<file path="src/rtl/df_signal_generator.sv">
// -----------------------------------------------------------------------------
// df_signal_generator
// Generates one test waveform (rect, triangle, sine or dirac) as an 8-bit
// sample stream for a downstream filter, and issues single filter
// configuration writes.
//
// Ports
//   clk         : clock, all registers update on the rising edge
//   rst         : asynchronous active-high reset
//   start       : run one waveform (sampled in IDLE only)
//   wave_sel    : 00 rect, 01 triangle, 10 sine, 11 dirac
//   half_presc  : half-period h in clocks (0 behaves as 1)
//   cfg_req     : issue one configuration write (sampled in IDLE only, wins over start)
//   cfg_hp      : highpass bit  -> configout[2]
//   cfg_wg      : cutoff code   -> configout[1:0]
//   dataout     : registered sample stream
//   enconfig    : configuration strobe (CFG_EN only)
//   configout   : configuration word {hp, wg} during CFG_EN, else 000
//   busy        : high outside IDLE
//   done        : one-cycle pulse in FIN
// -----------------------------------------------------------------------------
module df_signal_generator #(
   parameter int unsigned CYCLES_PER_SIGNAL = 250,
   parameter logic [7:0]  MIN_VAL           = 8'h00,
   parameter logic [7:0]  MAX_VAL           = 8'hFF
) (
   input  logic       clk,
   input  logic       rst,
   input  logic       start,
   input  logic [1:0] wave_sel,
   input  logic [6:0] half_presc,
   input  logic       cfg_req,
   input  logic       cfg_hp,
   input  logic [1:0] cfg_wg,
   output logic [7:0] dataout,
   output logic       enconfig,
   output logic [2:0] configout,
   output logic       busy,
   output logic       done
);

   typedef enum logic [2:0] {
      ST_IDLE, ST_CFG_PRE, ST_CFG_EN, ST_CFG_POST, ST_PREP, ST_RUN, ST_FIN
   } state_t;

   localparam logic [1:0] WAVE_RECT  = 2'b00;
   localparam logic [1:0] WAVE_TRI   = 2'b01;
   localparam logic [1:0] WAVE_SINE  = 2'b10;
   localparam logic [1:0] WAVE_DIRAC = 2'b11;

   // Wide enough for elapsed + 1 + 2h without overflow.
   localparam int unsigned   CNT_W   = $clog2(CYCLES_PER_SIGNAL + 512);
   localparam logic [CNT_W-1:0] N_CNT   = CNT_W'(CYCLES_PER_SIGNAL);
   localparam logic [CNT_W-1:0] ONE_CNT = CNT_W'(1);
   localparam logic [CNT_W-1:0] DIRAC_POS = CNT_W'(9);

   // First quadrant of S(p) = floor(127.5 * (1 + sin(2*pi*p/256))), p = 0..64.
   function automatic logic [7:0] sine_quarter(input logic [6:0] k);
      case (k)
         7'd0:  return 8'd127;  7'd1:  return 8'd130;  7'd2:  return 8'd133;  7'd3:  return 8'd136;
         7'd4:  return 8'd139;  7'd5:  return 8'd143;  7'd6:  return 8'd146;  7'd7:  return 8'd149;
         7'd8:  return 8'd152;  7'd9:  return 8'd155;  7'd10: return 8'd158;  7'd11: return 8'd161;
         7'd12: return 8'd164;  7'd13: return 8'd167;  7'd14: return 8'd170;  7'd15: return 8'd173;
         7'd16: return 8'd176;  7'd17: return 8'd179;  7'd18: return 8'd182;  7'd19: return 8'd184;
         7'd20: return 8'd187;  7'd21: return 8'd190;  7'd22: return 8'd193;  7'd23: return 8'd195;
         7'd24: return 8'd198;  7'd25: return 8'd200;  7'd26: return 8'd203;  7'd27: return 8'd205;
         7'd28: return 8'd208;  7'd29: return 8'd210;  7'd30: return 8'd213;  7'd31: return 8'd215;
         7'd32: return 8'd217;  7'd33: return 8'd219;  7'd34: return 8'd221;  7'd35: return 8'd224;
         7'd36: return 8'd226;  7'd37: return 8'd228;  7'd38: return 8'd229;  7'd39: return 8'd231;
         7'd40: return 8'd233;  7'd41: return 8'd235;  7'd42: return 8'd236;  7'd43: return 8'd238;
         7'd44: return 8'd239;  7'd45: return 8'd241;  7'd46: return 8'd242;  7'd47: return 8'd244;
         7'd48: return 8'd245;  7'd49: return 8'd246;  7'd50: return 8'd247;  7'd51: return 8'd248;
         7'd52: return 8'd249;  7'd53: return 8'd250;  7'd54: return 8'd251;  7'd55: return 8'd251;
         7'd56: return 8'd252;  7'd57: return 8'd253;  7'd58: return 8'd253;  7'd59: return 8'd254;
         7'd60: return 8'd254;  7'd61: return 8'd254;  7'd62: return 8'd254;  7'd63: return 8'd254;
         default: return 8'd255;
      endcase
   endfunction

   // Full table by symmetry. For the lower half floor(x)+floor(255-x) = 254
   // whenever x is non-integer, which holds everywhere except the peak.
   function automatic logic [7:0] sine_sample(input logic [7:0] p);
      logic [7:0] q;
      logic [7:0] k;
      logic [7:0] upper;
      q     = {1'b0, p[6:0]};
      k     = (q <= 8'd64) ? q : (8'd128 - q);
      upper = sine_quarter(k[6:0]);
      if (!p[7])
         return upper;
      else if (q == 8'd64)
         return 8'd0;
      else
         return 8'd254 - upper;
   endfunction

   state_t           state_reg, state_next;
   logic [1:0]       wave_reg, wave_next;
   logic [6:0]       h_reg, h_next;
   logic [2:0]       cfg_word_reg, cfg_word_next;
   logic [2:0]       prep_cnt_reg, prep_cnt_next;
   logic [7:0]       div_q_reg, div_q_next;     // dividend, becomes Q after 8 steps
   logic [7:0]       div_r_reg, div_r_next;     // partial remainder, becomes R
   logic [7:0]       pos_reg, pos_next;         // position inside the current period
   logic [7:0]       y_reg, y_next;             // DDA integer part (value or sine phase)
   logic [7:0]       rem_reg, rem_next;         // DDA fractional numerator, 0..h-1
   logic [CNT_W-1:0] elapsed_reg, elapsed_next; // samples emitted so far
   logic [7:0]       dataout_reg, dataout_next;

   logic [7:0]       h8, h2, div_shift, sample_next;
   logic [8:0]       up_sum;
   logic [CNT_W-1:0] h2_cnt;
   logic             no_periods, run_end;

   assign h8     = {1'b0, h_reg};
   assign h2     = {h_reg, 1'b0};
   assign h2_cnt = CNT_W'(h2);
   assign no_periods = (wave_reg != WAVE_DIRAC) && (h2_cnt > N_CNT);

   // Last sample of the run: dirac after N samples, periodic waves when the
   // next whole period would overrun N.
   always_comb begin
      if (wave_reg == WAVE_DIRAC)
         run_end = (elapsed_reg == N_CNT - ONE_CNT);
      else
         run_end = (pos_reg == h2 - 8'd1) && ((elapsed_reg + ONE_CNT + h2_cnt) > N_CNT);
   end

   // State register
   always_ff @(posedge clk or posedge rst) begin
      if (rst)
         state_reg <= ST_IDLE;
      else
         state_reg <= state_next;
   end

   // Next-state logic
   always_comb begin
      state_next = state_reg;
      case (state_reg)
         ST_IDLE:     if (cfg_req) state_next = ST_CFG_PRE;
                      else if (start) state_next = ST_PREP;
         ST_CFG_PRE:  state_next = ST_CFG_EN;
         ST_CFG_EN:   state_next = ST_CFG_POST;
         ST_CFG_POST: state_next = ST_IDLE;
         ST_PREP:     if (prep_cnt_reg == 3'd7) state_next = no_periods ? ST_FIN : ST_RUN;
         ST_RUN:      if (run_end) state_next = ST_FIN;
         ST_FIN:      state_next = ST_IDLE;
         default:     state_next = ST_IDLE;
      endcase
   end

   // Outputs decoded from state
   always_comb begin
      busy      = (state_reg != ST_IDLE);
      done      = (state_reg == ST_FIN);
      enconfig  = (state_reg == ST_CFG_EN);
      configout = (state_reg == ST_CFG_EN) ? cfg_word_reg : 3'b000;
   end
   assign dataout = dataout_reg;

   // Datapath: capture, restoring divider, DDA
   always_comb begin
      wave_next     = wave_reg;
      h_next        = h_reg;
      cfg_word_next = cfg_word_reg;
      prep_cnt_next = prep_cnt_reg;
      div_q_next    = div_q_reg;
      div_r_next    = div_r_reg;
      pos_next      = pos_reg;
      y_next        = y_reg;
      rem_next      = rem_reg;
      elapsed_next  = elapsed_reg;
      div_shift     = {div_r_reg[6:0], div_q_reg[7]};
      up_sum        = {1'b0, rem_reg} + {1'b0, div_r_reg};
      case (state_reg)
         ST_IDLE: begin
            if (cfg_req) begin
               cfg_word_next = {cfg_hp, cfg_wg};
            end else if (start) begin
               wave_next     = wave_sel;
               h_next        = (half_presc == 7'd0) ? 7'd1 : half_presc;
               prep_cnt_next = 3'd0;
               div_r_next    = 8'd0;
               div_q_next    = (wave_sel == WAVE_TRI)  ? 8'd255 :
                               (wave_sel == WAVE_SINE) ? 8'd128 : 8'd0;
            end
         end
         ST_PREP: begin
            // Remainder stays below h <= 127, so the shift never loses a bit.
            if (div_shift >= h8) begin
               div_r_next = div_shift - h8;
               div_q_next = {div_q_reg[6:0], 1'b1};
            end else begin
               div_r_next = div_shift;
               div_q_next = {div_q_reg[6:0], 1'b0};
            end
            prep_cnt_next = prep_cnt_reg + 3'd1;
            pos_next      = 8'd0;
            y_next        = 8'd0;
            rem_next      = 8'd0;
            elapsed_next  = '0;
         end
         ST_RUN: begin
            elapsed_next = elapsed_reg + ONE_CNT;
            if (wave_reg != WAVE_DIRAC) begin
               if (pos_reg == h2 - 8'd1) begin
                  pos_next = 8'd0;
                  y_next   = 8'd0;
                  rem_next = 8'd0;
               end else begin
                  pos_next = pos_reg + 8'd1;
                  if ((wave_reg == WAVE_TRI) && (pos_next > h8)) begin
                     // Falling half: subtract Q + R/h with borrow.
                     if (rem_reg < div_r_reg) begin
                        rem_next = rem_reg + h8 - div_r_reg;
                        y_next   = y_reg - div_q_reg - 8'd1;
                     end else begin
                        rem_next = rem_reg - div_r_reg;
                        y_next   = y_reg - div_q_reg;
                     end
                  end else begin
                     // Rising half / sine phase: add Q + R/h with carry.
                     if (up_sum >= {1'b0, h8}) begin
                        rem_next = up_sum[7:0] - h8;
                        y_next   = y_reg + div_q_reg + 8'd1;
                     end else begin
                        rem_next = up_sum[7:0];
                        y_next   = y_reg + div_q_reg;
                     end
                  end
               end
            end
         end
         default: ;
      endcase
   end

   // Sample for the coming cycle, registered into dataout.
   always_comb begin
      case (wave_reg)
         WAVE_RECT: sample_next = (pos_next < h8) ? MIN_VAL : MAX_VAL;
         WAVE_TRI:  sample_next = y_next;
         WAVE_SINE: sample_next = sine_sample(y_next);
         default:   sample_next = (elapsed_next == DIRAC_POS) ? MAX_VAL : MIN_VAL;
      endcase
      dataout_next = (state_next == ST_RUN) ? sample_next : MIN_VAL;
   end

   always_ff @(posedge clk or posedge rst) begin
      if (rst) begin
         wave_reg     <= 2'b00;
         h_reg        <= 7'd0;
         cfg_word_reg <= 3'b000;
         prep_cnt_reg <= 3'd0;
         div_q_reg    <= 8'd0;
         div_r_reg    <= 8'd0;
         pos_reg      <= 8'd0;
         y_reg        <= 8'd0;
         rem_reg      <= 8'd0;
         elapsed_reg  <= '0;
         dataout_reg  <= MIN_VAL;
      end else begin
         wave_reg     <= wave_next;
         h_reg        <= h_next;
         cfg_word_reg <= cfg_word_next;
         prep_cnt_reg <= prep_cnt_next;
         div_q_reg    <= div_q_next;
         div_r_reg    <= div_r_next;
         pos_reg      <= pos_next;
         y_reg        <= y_next;
         rem_reg      <= rem_next;
         elapsed_reg  <= elapsed_next;
         dataout_reg  <= dataout_next;
      end
   end

endmodule

</file>
<file path="config.mk">
export PLATFORM = sky130hd
export DESIGN_NAME = df_signal_generator
export DESIGN_NICKNAME = d
export VERILOG_FILES = /design/src/rtl/df_signal_generator.sv
export SDC_FILE = /design/constraint.sdc
export NUM_CORES = 1
export LEC_CHECK = 0
export ABC_AREA = 1
export CAP_MARGIN = 40
export CORE_UTILIZATION = 55
export CTS_BUF_LIST = sky130_fd_sc_hd__clkbuf_8 sky130_fd_sc_hd__clkbuf_16
export CTS_CLUSTER_DIAMETER = 40
export DETAILED_ROUTE_END_ITERATION = 10
export PLACE_DENSITY = 0.77
export SYNTH_ARGS = -nofsm -noshare
export SYNTH_HDL_FRONTEND = slang
export SYNTH_SLANG_ARGS = --single-unit
export TNS_END_PERCENT = 100
</file>
<file path="constraint.sdc">
create_clock -name clk -period 5.7 [get_ports clk]
set_input_delay 1.71 -clock clk [delete_from_list [all_inputs] [get_ports clk]]
set_output_delay 1.71 -clock clk [all_outputs]
set_load 0.005 [all_outputs]
</file>
==> out/metrics.csv, run 1 <==
metric;value;unit
status;finished clean;
sequential area share after synthesis;22.0;%
post-synthesis average cell area;6.94;um2
reg2reg start;div_r_reg[0];
fraction of layout instances using a drive strength above 1;11.3;%
Overflow after GRT;0;
Top Family by Delay on Critical Path;simple AND/OR/NAND/NOR gates;
Reg2Reg Depth;39;
# fillers;1383;
Via density;5.58;
Distinct cells, synth;50;
max reg flops;10;
TritonCTS clock tree;yes;
met2 wire length;10.3;mm
Layout Skew;11.5;ps
Max Freq;0.187;GHz
Die Y;127;um
die area;16300;um2
Yosys top cell area share;22.0;%
largest net degree at the start of global routing;45;
synthesized net count;1368;
H-tree depth;3;
DR vias;8360;
met1 wire length;10.3;mm
headroom to the max-slew limit;42.7;%
Hold Worst Slack;502;ps
drt drc;0;
final number of setup-violating endpoints;0;
hold endpoint;prep_cnt_reg[0];
Worst Path Required;5960;ps
# rows;45;
Max Slew Vio Count;0;
worst-path fanout max;6;
Primary FF master, synth;dfrtp_1;
Routed Antenna Nets;0;
Hold WC Path Type;register to register;
hold path depth;1;
most frequent cell after synthesis;nand2_1;
Post-Syn Area;8660;um2
Worst-path clk slew;70;ps
PortBufs;29;
top layer in use;met4;
CTS buffer count;9;
RSZ-0062 raised after global routing;true;
Worst Setup Start Kind;register;
Post-synth EDFFs;0;
Detailed Route WL;22.2;mm
Core Area;15300;um2
vias in the first global route;7868;
cells after synthesis;1248;
Initial Utilization;56.8;%
Hold Crit Start;prep_cnt_reg[0];
final hold vios;0;
r2r setup slk;360;ps
Ant. Diodes;0;
DR iter-0 viols;608;
Crit Path Class;register to register;
root buf cell;clkbuf_16;
first-pass GRT wire length;37.1;mm
gr usage total;28.6;%
Die X-Extent;127;um
DR WL met3;1.15;mm
crit path buf inv count;4;
worst skew pair latency;350;ps
drt pass-1 iters;5;
Max clock buf depth;2;
Area contributors post-synth;dfrtp_1, ha_1, nand2_1;
commonest cells in the netlist;nand2_1, inv_1, nor2_1;
GPL Wtd Cong;0.950;
antenna violations before repair;0;
dpl hpwl;17.2;mm
Area Growth Syn to Fin;11.1;%
Syn. warnings;0;
IO Pins;30;
Synth area leader;dfrtp_1;
max-cap viol count;0;
setup_tns;0;ps
CP max-delay cell;fa_1;
worst reg2reg path endpoint;dataout[4];
Slew @ Worst Pin;857;ps
CP endpoint kind;register;
final worst-path cycle share;93.7;%
max incr delay on CP;390;ps
Worst EP arrival;5610;ps
FF+latch count, synth;76;
fin crit period;5340;ps
# hold bufs at CTS;0;
Synth async-reset ratio;100;%
wire length per cell;14.8;um
CTS Sinks;76;
fin nets;1402;
==> placed cells by master (no fill, tap or decap), types with 6 or more instances in the layout <==
cell	n
nand4_1	28
nor2_4	6
clkbuf_16	9
a31oi_1	7
a21oi_2	9
ha_1	82
nand3_1	92
o22ai_1	15
dfrtp_1	76
o211ai_1	6
nand2_2	23
xor2_1	37
inv_1	164
nand3_2	19
nand2_4	6
xnor2_1	16
o221ai_1	10
inv_2	16
nor2_1	99
nor3_1	10
fa_1	14
a21oi_1	61
o21ai_0	65
nand2_1	294
buf_4	23
clkdlybuf4s50_1	29
==> through the flow <==
stage	cells	utilization (%)	worst slack [ps]	instance area, um2
after global placement	1477	60.0	171	9160
after CTS	1495	62.0	42.5	9460
after detailed placement	1478	60.1	-21.7	9170
after global routing	1498	63.0	-135	9620
after floorplan	1248	-	481	8660
final	1498	63.0	358	9620
==> layer usage <==
layer | vias up | global-route usage, %
li1 | 4169 | -
met1 | 3912 | 39.1
met2 | 247 | 47.0
met3 | 32 | 3.27
met4 | 0 | 10.0
met5 | - | 0
==> logic make-up after synthesis <==
kind of cell,Yosys count,share of synthesized area (%)
fa+ha+maj,104,16.2
flops,76,22.0
buf+inv,215,10.4
simple gates,593,31.5
xor+xnor,56,5.97
compound gates,204,13.9
==> layout make-up <==
type	count	area, um2	share of cell area [%]
clock inverter	7	58.8	0.611
tap	211	264	2.74
multi-input combinational	957	5980	62.2
inverter	185	709	7.38
timing repair buffer	53	474	4.93
sequential	76	1900	19.8
clock buffer	9	225	2.34
==> how the worst max path moves through the flow <==
stage	depth (start not counted)	end	from	slack (ps)
6_report	39	dataout[4]	div_r_reg[0]	360
4_1_cts	41	dataout[2]	div_r_reg[0]	40
5_1_grt	41	dataout[2]	div_r_reg[0]	-130
3_5_place_dp	41	dataout[2]	div_r_reg[0]	-20
2_1_floorplan	40	dataout[2]	div_r_reg[1]	480
3_3_place_gp	41	dataout[2]	div_r_reg[0]	170
==> what timing repair did <==
item                       4_1_cts  5_1_grt
pin swaps                        0        9
setup endpoints to repair        1        7
gates resized for setup          0       29
buffers inserted                 1        3
Power of run 1 is not shown: default switching activity piles up to over one toggle a cycle in this logic, so the estimate is an artifact.
==> run 2, diff against run 1 <==
--- a/config.mk
+++ b/config.mk
@@ -7,11 +7,11 @@
 export LEC_CHECK = 0
 export ABC_AREA = 1
 export CAP_MARGIN = 40
-export CORE_UTILIZATION = 55
+export CORE_UTILIZATION = 40
 export CTS_BUF_LIST = sky130_fd_sc_hd__clkbuf_8 sky130_fd_sc_hd__clkbuf_16
 export CTS_CLUSTER_DIAMETER = 40
 export DETAILED_ROUTE_END_ITERATION = 10
-export PLACE_DENSITY = 0.77
+export PLACE_DENSITY = 0.6
 export SYNTH_ARGS = -nofsm -noshare
 export SYNTH_HDL_FRONTEND = slang
 export SYNTH_SLANG_ARGS = --single-unit
==> constraint.sdc (replaced) <==
create_clock -name clk -period 5.7 [get_ports clk]
set_input_delay 1.14 -clock clk [delete_from_list [all_inputs] [get_ports clk]]
set_output_delay 1.14 -clock clk [all_outputs]
set_load 0.005 [all_outputs]
==> out/metrics.csv, run 2 (synthesis gave the netlist of run 1 again) <==
metric;value;unit
antenna violations before repair;0;
dpl hpwl;18.5;mm
Max Slew Vio Count;0;
final number of setup-violating endpoints;0;
PortBufs;29;
Crit Path Class;register to register;
status;finished clean;
Detailed Route WL;23.8;mm
Initial Utilization;40.9;%
IO Pins;30;
root buf cell;clkbuf_16;
DR iter-0 viols;387;
Max Freq;0.189;GHz
Worst-path clk slew;60;ps
most used routing layer;met2;
most common cell after layout, fill and taps aside;nand2_1;
Ant. Diodes;0;
Die Y;149;um
CP max-delay cell;fa_1;
Area Growth Syn to Fin;13.1;%
CTS buffer count;9;
max-cap viol count;0;
Worst EP arrival;5500;ps
largest net degree at the start of global routing;41;
M1 GR Usage;30.8;%
Worst Setup Start Kind;register;
DR vias;8195;
Die X-Extent;149;um
reg2reg start;rem_reg[0];
Hold Crit Start;cfg_word_reg[1];
worst-path fanout max;6;
worst skew pair latency;350;ps
Core Area;21200;um2
fin crit period;5280;ps
setup_tns;0;ps
GR Layer Usage met2;36.1;%
Final Util;46.3;%
# hold bufs at CTS;0;
vias in the first global route;7902;
H-tree depth;3;
Top Family by Delay on Critical Path;simple AND/OR/NAND/NOR gates;
drt drc;0;
r2r setup slk;420;ps
CP endpoint kind;register;
Slew @ Worst Pin;679;ps
CTS Sinks;76;
max reg flops;10;
Max clock buf depth;2;
max incr delay on CP;400;ps
first-pass GRT wire length;39.4;mm
crit path buf inv count;5;
die area;22200;um2
Hold WC Path Type;register to register;
final hold vios;0;
GPL Wtd Cong;0.940;
final worst-path cycle share;92.6;%
Hold Worst Slack;510;ps
hold path depth;2;
gr usage total;22.3;%
# rows;53;
Reg2Reg Depth;40;
fraction of layout instances using a drive strength above 1;11.8;%
wire length per cell;15.2;um
Via density;5.23;
most frequent cells in the layout;nand2_1, inv_1, nor2_1, nand3_1, ha_1;
drt pass-1 iters;5;
Overflow after GRT;0;
fin nets;1408;
Routed Antenna Nets;0;
TritonCTS clock tree;yes;
Worst Path Required;5920;ps
hold endpoint;cfg_word_reg[1];
met3 Usage GRT;2.42;%
headroom to the max-slew limit;54.7;%
Layout Skew;9.38;ps
worst reg2reg path endpoint;dataout[2];
[run 2: routing by layer]
layer,up-vias,wire length [um]
met3,33,775
met1,3804,11600
met5,-,0
met2,168,10900
li1,4190,-
met4,0,480
[run 2: worst reg2reg max path: cells and delay by family (launching register included)]
family | cells | cell delay, ps
AO/OA/AOI/OAI | 6 | 780
AND/OR/NAND/NOR | 22 | 1850
adder cells (fa/ha/maj) | 6 | 1580
XOR/XNOR | 1 | 220
buffers and inverters | 5 | 340
flip-flops | 1 | 360
[run 2: final cells by class]
cell class / count / area [um2]
well taps: 275 / 344
multi-input cells: 957 / 6000
flip-flops and latches: 76 / 1900
clock buffers: 11 / 253
repair buffers: 59 / 519
clock inverters: 4 / 72.6
fillers: 2163 / 11400
inverters: 185 / 703
[run 2: worst max-delay path by stage]
stage,from,end,slack [ps],depth (start not counted)
2_1_floorplan,div_r_reg[1],dataout[2],480,40
3_3_place_gp,div_r_reg[4],dataout[2],190,41
3_5_place_dp,div_r_reg[4],dataout[2],30,40
4_1_cts,div_r_reg[4],dataout[2],20,40
5_1_grt,rem_reg[0],dataout[2],-20,36
6_report,rem_reg[0],dataout[2],420,40
[run 2: repair_timing]
| item | in CTS | in global routing |
|---|---|---|
| gates resized for setup | 0 | 29 |
| endpoints found under the setup margin | 0 | 7 |
| buffers inserted | 0 | 5 |
| hold endpoints to repair | 0 | 0 |
[run 2: metrics by stage]
step | worst slack [ps] | cell area, um2 | std cells
detailed placement | 28.5 | 9290 | 1547
finish | 422 | 9800 | 1567
CTS | 15.1 | 9610 | 1562
global route | -19.6 | 9800 | 1567
global placement | 193 | 9280 | 1546
floorplan | 481 | 8660 | 1248
Power of run 2 is left out for the same reason.
==> run 3, diff against run 2 <==
--- a/config.mk
+++ b/config.mk
@@ -11,7 +11,7 @@
 export CTS_BUF_LIST = sky130_fd_sc_hd__clkbuf_8 sky130_fd_sc_hd__clkbuf_16
 export CTS_CLUSTER_DIAMETER = 40
 export DETAILED_ROUTE_END_ITERATION = 10
-export PLACE_DENSITY = 0.6
+export PLACE_DENSITY = 0.62
 export SYNTH_ARGS = -nofsm -noshare
 export SYNTH_HDL_FRONTEND = slang
 export SYNTH_SLANG_ARGS = --single-unit
==> out/metrics.csv, run 3 (synthesis gave the netlist of run 1 again) <==
metric;value;unit
status;finished clean;
root buf cell;clkbuf_16;
worst skew pair latency;350;ps
DR iter-0 viols;567;
gr usage total;22.1;%
Setup WS post-layout;477;ps
worst-path fanout max;7;
CTS buffer count;9;
Worst Path Required;5950;ps
Crit Path Class;register to register;
vias in the first global route;7819;
fin crit period;5220;ps
IO Pins;30;
# hold bufs at CTS;0;
headroom to the max-slew limit;44.5;%
CTS Sinks;76;
most frequent cells in the layout;nand2_1, inv_1, nor2_1, nand3_1, ha_1;
Layout Skew;14.1;ps
H-tree depth;3;
Core Area;21200;um2
crit path buf inv count;4;
max reg flops;10;
final worst-path cycle share;91.6;%
Max clock buf depth;2;
most common cell after layout, fill and taps aside;nand2_1;
CP dominant cell by count;nand2_1;
largest net degree at the start of global routing;40;
Hold WC Path Type;register to register;
Max Freq;0.191;GHz
drt pass-1 iters;6;
TritonCTS clock tree;yes;
Slew @ Worst Pin;829;ps
die area;22200;um2
wire length per cell;15.0;um
fin nets;1409;
final hold vios;0;
final non-filler cell total;1569;
Worst-path clk slew;70;ps
drt drc;0;
Die X-Extent;149;um
Detailed Route WL;23.5;mm
Ant. Diodes;0;
Routed Antenna Nets;0;
Die Y;149;um
Worst Setup Start Kind;register;
GPL Wtd Cong;0.884;
CP endpoint kind;register;
max incr delay on CP;390;ps
Post-Place Cells;1546;
first-pass GRT wire length;39.1;mm
final number of setup-violating endpoints;0;
dpl ws;71.3;ps
PortBufs;29;
Initial Utilization;40.9;%
Max Slew Vio Count;0;
Final Util;46.2;%
# rows;53;
CP max-delay cell;dfrtp_2;
antenna violations before repair;0;
Worst EP arrival;5480;ps
dpl hpwl;18.4;mm
DR vias;8262;
Area Growth Syn to Fin;12.8;%
Overflow after GRT;0;
Via density;5.27;
Top Family by Delay on Critical Path;simple AND/OR/NAND/NOR gates;
# fillers;2148;
fraction of layout instances using a drive strength above 1;11.8;%
max-cap viol count;0;
[run 3: cell count changes in the layout (fill, tap and decap cells not counted), moves of 2 or more]
| cell | delta |
|---|---|
| clkinv_4 | +3 |
| inv_1 | +2 |
| inv_2 | -2 |
| nand2_2 | +2 |
| nand2_4 | -2 |
| o21ai_0 | -2 |
| o21ai_1 | +2 |
[run 3: per-stage QoR]
stage / hold WS (ps) / instance area [um2] / setup TNS, ps
2_1_floorplan: 467 / 8660 / 0
3_3_place_gp: 489 / 9270 / 0
3_5_place_dp: 491 / 9280 / 0
4_1_cts: 507 / 9590 / 0
5_1_grt: 528 / 9770 / -5.20
6_report: 507 / 9770 / 0
[run 3: worst paths after layout]
kind                                 start         endpoint  slack [ps]  depth (start not counted)
max                           div_r_reg[4]       dataout[6]         480                         39
min                        prep_cnt_reg[0]  prep_cnt_reg[0]         510                          1
max reg2reg                   div_r_reg[4]       dataout[6]         480                         39
min reg2reg                prep_cnt_reg[0]  prep_cnt_reg[0]         510                          1
max in group asynchronous              rst     div_r_reg[4]        3460                          3
min in group asynchronous              rst   elapsed_reg[1]        1190                          2
[run 3: timing repair]
item                       in CTS  in global routing
setup endpoints to repair       0                  7
buffers inserted                0                  7
resized for setup               0                 27
[run 3: cell type report]
class	instances	area (um2)	share of cell area (%)
clock buffer	10	239	2.45
clock inverter	6	72.6	0.743
inverter	185	703	7.20
multi-input combinational	957	5980	61.2
sequential	76	1900	19.5
tap	275	344	3.52
timing repair buffer	60	527	5.39
[run 3: layer usage]
layer / vias to the layer above / GRT usage [%] / routed length (um)
li1: 4190 / - / -
met1: 3821 / 30.7 / 11400
met2: 215 / 35.9 / 10600
met3: 36 / 2.54 / 1090
met4: 0 / 6.73 / 469
met5: - / 0 / 0
Power of run 3 is left out for the same reason.
